--- config.mk ---
export PLATFORM = sky130hd
export DESIGN_NAME = pll_loop_filter_flat
export DESIGN_NICKNAME = d
export VERILOG_FILES = /design/src/rtl/pll_loop_filter_if.sv /design/src/rtl/pll_loop_filter.sv /design/src/flat_wrapper.sv
export SDC_FILE = /design/constraint.sdc
export NUM_CORES = 1
export LEC_CHECK = 0
export ABC_AREA = 1
export CAP_MARGIN = 15
export CORE_MARGIN = 2
export CORE_UTILIZATION = 40
export CTS_CLUSTER_DIAMETER = 30
export DETAILED_ROUTE_END_ITERATION = 16
export DONT_BUFFER_PORTS = 1
export GPL_TIMING_DRIVEN = 0
export PLACE_DENSITY_LB_ADDON = 0.3
export SETUP_SLACK_MARGIN = 0.1
export SYNTH_ARGS = -nofsm -noshare
export SYNTH_HDL_FRONTEND = slang
export SYNTH_SLANG_ARGS = --single-unit
--- constraint.sdc ---
create_clock -name clk -period 2.8 [get_ports clk]
set_input_delay 0.42 -clock clk [delete_from_list [all_inputs] [get_ports clk]]
set_output_delay 0.42 -clock clk [all_outputs]
set_load 0.02 [all_outputs]
--- src/rtl/pll_loop_filter_if.sv ---
// Phase-detector to loop-filter interface.
// The phase detector (master) presents a phase-error sample with a strobe plus
// the run-time gain/hold/clear controls; the loop filter (slave) returns the
// frequency-control word toward the NCO.
// Optional macro: PLL_LOOP_FILTER_RAIL_COUNT_EN adds the rail_count signal.
interface pll_loop_filter_if #(
  parameter int w  = 17,
  parameter int ow = 20
);
  logic [w-1:0]  ang_in;
  logic          strobe_in;
  logic [3:0]    kp_sh;
  logic [3:0]    ki_sh;
  logic          hold;
  logic          clear;
  logic [ow-1:0] freq_out;
  logic          strobe_out;
  logic          railed;
`ifdef PLL_LOOP_FILTER_RAIL_COUNT_EN
  logic [15:0]   rail_count;
`endif

  // Phase-detector side: drives samples and controls, observes the filter output.
  modport master (
    output ang_in, strobe_in, kp_sh, ki_sh, hold, clear,
    input  freq_out, strobe_out, railed
`ifdef PLL_LOOP_FILTER_RAIL_COUNT_EN
    , input rail_count
`endif
  );

  // Loop-filter side: consumes samples and controls, produces the output word.
  modport slave (
    input  ang_in, strobe_in, kp_sh, ki_sh, hold, clear,
    output freq_out, strobe_out, railed
`ifdef PLL_LOOP_FILTER_RAIL_COUNT_EN
    , output rail_count
`endif
  );
endinterface

--- src/rtl/pll_loop_filter.sv ---
// Proportional-integral loop filter for the PLL.
// Three-stage pipeline: capture the phase error, update the saturating
// integrator and form the proportional term, then add and saturate the sum and
// emit its top ow bits as the frequency-control word. Gains are power-of-two
// shifts chosen per sample, so no multipliers are needed.
// Optional macro: PLL_LOOP_FILTER_RAIL_COUNT_EN adds a saturating count of
// railed outputs, zeroed by rst or clear.
module pll_loop_filter #(
  parameter int w  = 17,
  parameter int iw = 32,
  parameter int ow = 20
) (
  input  logic             clk,
  input  logic             rst,
  pll_loop_filter_if.slave pd
);

  // Clamp an iw+1 bit sum back into iw bits; the integrator never wraps.
  function automatic logic [iw-1:0] satIw(input logic [iw:0] x);
    logic [iw-1:0] r;
    if (x[iw] != x[iw-1]) begin
      r = x[iw] ? {1'b1, {(iw-1){1'b0}}} : {1'b0, {(iw-1){1'b1}}};
    end else begin
      r = x[iw-1:0];
    end
    return r;
  endfunction

  // Stage 1 registers: captured sample and its per-sample controls.
  logic          v1_q,     v1_d;
  logic [iw-1:0] e1_q,     e1_d;
  logic [3:0]    kp1_q,    kp1_d;
  logic [3:0]    ki1_q,    ki1_d;
  logic          hold1_q,  hold1_d;

  // Stage 2 registers: proportional term and the integrator itself.
  logic          v2_q,     v2_d;
  logic [iw-1:0] prop2_q,  prop2_d;
  logic [iw-1:0] integ_q,  integ_d;

  // Stage 3 registers: the visible output word and flags.
  logic [ow-1:0] freq_q,   freq_d;
  logic          strobe_q, strobe_d;
  logic          railed_q, railed_d;

  // Intermediate arithmetic.
  logic [iw-1:0] integIncr;
  logic [iw:0]   integWide;
  logic [iw:0]   sumWide;
  logic [iw-1:0] sumSat;
  logic          sumClip;
  logic          sumLowUnused;

  // Stage 1: sign-extend the phase error and latch it with its gains on a strobe.
  always_comb begin
    v1_d    = pd.strobe_in;
    e1_d    = e1_q;
    kp1_d   = kp1_q;
    ki1_d   = ki1_q;
    hold1_d = hold1_q;
    if (pd.strobe_in) begin
      e1_d    = {{(iw-w){pd.ang_in[w-1]}}, pd.ang_in};
      kp1_d   = pd.kp_sh;
      ki1_d   = pd.ki_sh;
      hold1_d = pd.hold;
    end
  end

  // Stage 2: proportional term and saturating integrator; clear beats any update.
  always_comb begin
    v2_d      = v1_q;
    prop2_d   = prop2_q;
    integ_d   = integ_q;
    integIncr = e1_q << ki1_q;
    integWide = {integ_q[iw-1], integ_q} + {integIncr[iw-1], integIncr};
    if (v1_q) begin
      prop2_d = e1_q << kp1_q;
      if (!hold1_q) begin
        integ_d = satIw(integWide);
      end
    end
    if (pd.clear) begin
      integ_d = '0;
    end
  end

  // Stage 3: add the already-updated integrator to the proportional term,
  // saturate, and keep the top ow bits; outputs hold between strobes.
  always_comb begin
    sumWide      = {integ_q[iw-1], integ_q} + {prop2_q[iw-1], prop2_q};
    sumClip      = sumWide[iw] ^ sumWide[iw-1];
    sumSat       = satIw(sumWide);
    sumLowUnused = ^sumSat[iw-ow-1:0];
    strobe_d     = v2_q;
    freq_d       = freq_q;
    railed_d     = railed_q;
    if (v2_q) begin
      freq_d   = sumSat[iw-1:iw-ow];
      railed_d = sumClip;
    end
  end

  // Pipeline register bank; reset discards anything in flight.
  always_ff @(posedge clk) begin
    if (rst) begin
      v1_q     <= 1'b0;
      e1_q     <= '0;
      kp1_q    <= '0;
      ki1_q    <= '0;
      hold1_q  <= 1'b0;
      v2_q     <= 1'b0;
      prop2_q  <= '0;
      integ_q  <= '0;
      freq_q   <= '0;
      strobe_q <= 1'b0;
      railed_q <= 1'b0;
    end else begin
      v1_q     <= v1_d;
      e1_q     <= e1_d;
      kp1_q    <= kp1_d;
      ki1_q    <= ki1_d;
      hold1_q  <= hold1_d;
      v2_q     <= v2_d;
      prop2_q  <= prop2_d;
      integ_q  <= integ_d;
      freq_q   <= freq_d;
      strobe_q <= strobe_d;
      railed_q <= railed_d;
    end
  end

  assign pd.freq_out   = freq_q;
  assign pd.strobe_out = strobe_q;
  assign pd.railed     = railed_q;

`ifdef PLL_LOOP_FILTER_RAIL_COUNT_EN
  logic [15:0] railCount_q, railCount_d;

  // Count railed outputs, sticking at all-ones; clear empties it.
  always_comb begin
    railCount_d = railCount_q;
    if (pd.clear) begin
      railCount_d = '0;
    end else if (v2_q && sumClip && (railCount_q != 16'hFFFF)) begin
      railCount_d = railCount_q + 16'd1;
    end
  end

  // Rail counter register.
  always_ff @(posedge clk) begin
    if (rst) begin
      railCount_q <= '0;
    end else begin
      railCount_q <= railCount_d;
    end
  end

  assign pd.rail_count = railCount_q;
`endif

endmodule
--- src/flat_wrapper.sv ---
// flat-port wrapper written by rule: the top's interface ports become plain ports
module pll_loop_filter_flat 
#(
  parameter int w  = 17,
  parameter int iw = 32,
  parameter int ow = 20
)
  (clk, rst, pd_ang_in, pd_strobe_in, pd_kp_sh, pd_ki_sh, pd_hold, pd_clear, pd_freq_out, pd_strobe_out, pd_railed);
  pll_loop_filter_if #(.w(w), .ow(ow)) pd_i ();
  input  logic clk;
  input  logic rst;
  input wire logic [$bits(pd_i.ang_in)-1:0] pd_ang_in;
  input wire logic [$bits(pd_i.strobe_in)-1:0] pd_strobe_in;
  input wire logic [$bits(pd_i.kp_sh)-1:0] pd_kp_sh;
  input wire logic [$bits(pd_i.ki_sh)-1:0] pd_ki_sh;
  input wire logic [$bits(pd_i.hold)-1:0] pd_hold;
  input wire logic [$bits(pd_i.clear)-1:0] pd_clear;
  output wire logic [$bits(pd_i.freq_out)-1:0] pd_freq_out;
  output wire logic [$bits(pd_i.strobe_out)-1:0] pd_strobe_out;
  output wire logic [$bits(pd_i.railed)-1:0] pd_railed;
  assign pd_i.ang_in = pd_ang_in;
  assign pd_i.strobe_in = pd_strobe_in;
  assign pd_i.kp_sh = pd_kp_sh;
  assign pd_i.ki_sh = pd_ki_sh;
  assign pd_i.hold = pd_hold;
  assign pd_i.clear = pd_clear;
  assign pd_freq_out = pd_i.freq_out;
  assign pd_strobe_out = pd_i.strobe_out;
  assign pd_railed = pd_i.railed;
  pll_loop_filter #(.w(w), .iw(iw), .ow(ow)) u_core (.clk(clk), .rst(rst), .pd(pd_i));
endmodule
==> reports/results.tsv <==
metric	value	unit
R2R depth	22	
sequential fraction of design power	32.2	%
grt met3 use	3.42	%
clock power share	38.5	%
WL/cell	17.6	um
post-route worst setup slack	-0.531	ns
slowest cell on the critical path	dfxtp_4	
NetSw	0.00206	W
synth top area cells	dfxtp_1, nand2_1, o21ai_0	
vias in the first global route	9843	
Synth area leader	dfxtp_1	
initial antenna violation count	0	
clock root cell	clkbuf_16	
I/O Buffers	0	
hold violation count in the final report	0	
Post-CTS Hold Buffers	0	
# H-tree levels	4	
Post-Syn Nets	1619	
Max stage delay on crit path	0.39	ns
synthesis-to-finish area growth	27.1	%
Rows	56	
asr flop ratio synth	0	%
status	finished with violations	
RD Place Congestion	0.982	
synthesized area	0.00944	sq mm
reg2reg start	u_core.ki1_q[0]	
layout cells sized above 1	20.3	%
GR Overflow Total	0	
final period utilization	119	%
largest net degree at the start of global routing	17	
leading cell types by count after synthesis	nand2_1, o21ai_0, a21oi_1, inv_1, dfxtp_1	
post-synth top area share	24.2	%
Worst-Skew Late Latency	0.43	ns
die width	158	um
Synth cell types	48	
Initial Util	40.5	%
min Tclk post-route	3.33	ns
Global Route Usage Sum	26.4	%
Starting DRT DRC Count	863	
# setup viols final	32	
CTS tree	done	
core box area	0.0233	sq mm
Most used DFF post-synth	dfxtp_1	
Leak	5.24	nW
global-route wire length before repair	50900	um
CP required	3.15	ns
Setup CP Type	reg2reg	
Worst VDD drop	0.000501	V
routed vias	10604	
max cap viols	0	
Fillers	2279	
io pins	52	
CTS buffer count	17	
number of antenna cells inserted	0	
Worst-Margin Slew	0.834	ns
reg-to-reg endpoint	u_core.integ_q[14]	
Yosys warning count	0	
unrepaired setup endpoints after global routing	true	
Hold Path Sink	u_core.prop2_q[9]	
max frequency	300	MHz
Final Power	0.00566	W
Final nets	1685	
met2 Usage GRT	43.6	%
Cells after Synth	1525	
Worst Path Max Fanout	6	
Sw Share	36.4	%
Post-Place Cells	1844	
hold crit path type	in2reg	
failing checks	negative setup slack	
Final HPWL DP	25500	um
gr busiest metal	met2	
critical path, cell by cell	buf_6, buf_12, o21ai_4, nand2_2, o21ai_2, nand2_1, o21ai_2, buf_4, o21ai_4, ha_4, a21oi_4, a21boi_4, a21oi_2, nor2_2, nand2_1, nand2_2, nand2_4, nor2_4, nor2_4, buf_12, clkbuf_16, a21oi_1	
count leader, synth	nand2_1	
CTS Buffer Depth	2	
min-delay src	rst	
Syn Area/Cell	6.19	sq um
Worst Path Arrival	3.68	ns
#FFs+latches synth	114	
Pre-antenna DRT Iters	5	
CP Launch Type	flip-flop	
register area share after synthesis	24.2	%
vias per cell	5.51	
Die H	158	um
CTS sink cnt	114	
met1 usage	35.0	%
combinational share of power	29.3	%
non-filler cells, final	1923	
Power Dens Cells	472	mW/mm^2
ANT nets after route	0	
Worst Skew	0.0192	ns
P_int	0.00361	W
Crit. End Element	flip-flop	
drc violations	0	
Rel. slew slack	44.2	%
drt total wl	33800	um
Slew Limit Fails	0	
reg2reg setup slack	-0.53	ns
worst hold slack	0.0550	ns
die area	0.0249	sq mm
setup tns final	-15.80	ns
WHS Path Cells	1	
clock slew at reported path FFs	0.06	ns
Post-synth EDFFs	0	
-- cell families (layout without fill, tap and decap cells) --
kind of cell	count (synthesis)	after routing	synth area share, %
compound gates	455	455	26.0
simple gates	648	648	28.7
xor+xnor	36	36	3.34
fa+ha+maj	64	64	8.56
buf+inv	203	282	8.65
flops	114	114	24.2
mux	5	5	0.530
-- worst max-delay path, delay by kind of cell (launching register included) --
family | cells | cell delay (ns)
AO/OA/AOI/OAI | 8 | 1.09
buffers and inverters | 5 | 0.74
AND/OR/NAND/NOR | 8 | 0.70
flip-flops | 1 | 0.39
adder cells (fa/ha/maj) | 1 | 0.30
-- area by class of cell --
cell class	count	area, sq um	share of cell area (%)
buffer	63	424	3.53
clock buffer	18	439	3.66
clock inverter	14	145	1.21
inverter	140	533	4.44
multi-input combinational	1208	7320	61.0
sequential	114	2290	19.1
tap	319	399	3.33
timing repair buffer	47	443	3.69
-- per-layer routing --
metal / wire length [um] / vias up
met4: 1340 / 0
met2: 15800 / 379
met3: 1810 / 89
met1: 14800 / 4888
li1: - / 5248
met5: 0 / -
-- worst max-delay path by stage --
stage | endpoint | cells past startpoint | startpoint | slack, ns
2_1_floorplan | u_core.integ_q[2] | 23 | u_core.ki1_q[0] | 0.04
3_3_place_gp | u_core.integ_q[1] | 18 | u_core.ki1_q[0] | -1.04
3_5_place_dp | u_core.integ_q[1] | 18 | u_core.ki1_q[0] | -1.05
4_1_cts | u_core.integ_q[13] | 25 | u_core.ki1_q[0] | -0.39
5_1_grt | u_core.integ_q[14] | 22 | u_core.ki1_q[0] | -0.67
6_report | u_core.integ_q[14] | 22 | u_core.ki1_q[0] | -0.53
-- sequential cells by signal (all words and copies together) (netlist names) --
signal and flops:
u_core.hold1_q 1, u_core.strobe_d 1, u_core.e1_q 17, u_core.pd.strobe_out 1, u_core.prop2_q 32, u_core.pd.freq_out 20, u_core.kp1_q 4, u_core.ki1_q 4
u_core.integ_q 32, u_core.v1_q 1, u_core.pd.railed 1
-- through the flow --
step	utilization [%]	cell area [sq um]	setup slack, ns
CTS	49.2	11500	-0.391
global placement	42.5	9930	-1.04
detailed placement	42.5	9930	-1.05
finish	51.4	12000	-0.531
global route	51.4	12000	-0.673
floorplan	-	9530	0.0432
-- timing repair --
| action | CTS | global route |
|---|---|---|
| pin swaps | 38 | 31 |
| gates resized for setup | 202 | 103 |
| gates cloned | 3 | 3 |
| setup buffers | 34 | 8 |
| setup endpoints to repair | 32 | 32 |
-- cells in the final DEF, fill, tap and decap left out, types with 29 or more instances in the layout --
cell	synthesis	layout
nand2_1	431	408
o21ai_0	233	159
inv_1	137	132
dfxtp_1	114	111
a21oi_1	155	107
nor2_1	99	88
a21oi_2	17	60
nand3_1	59	56
o21ai_2	0	43
ha_1	63	41
buf_4	4	38
clkbuf_1	49	36
nand2_2	11	29
-- power groups by stage --
stage	clock, W	combinational [W]	sequential, W
floorplan	0	0.000882	0.00181
global placement	0	0.00116	0.00185
detailed placement	0	0.00117	0.00185
CTS	0.00219	0.00145	0.00182
global route	0.00226	0.00179	0.00183
finish	0.00218	0.00166	0.00182
Power figures use the tool's default switching activity.
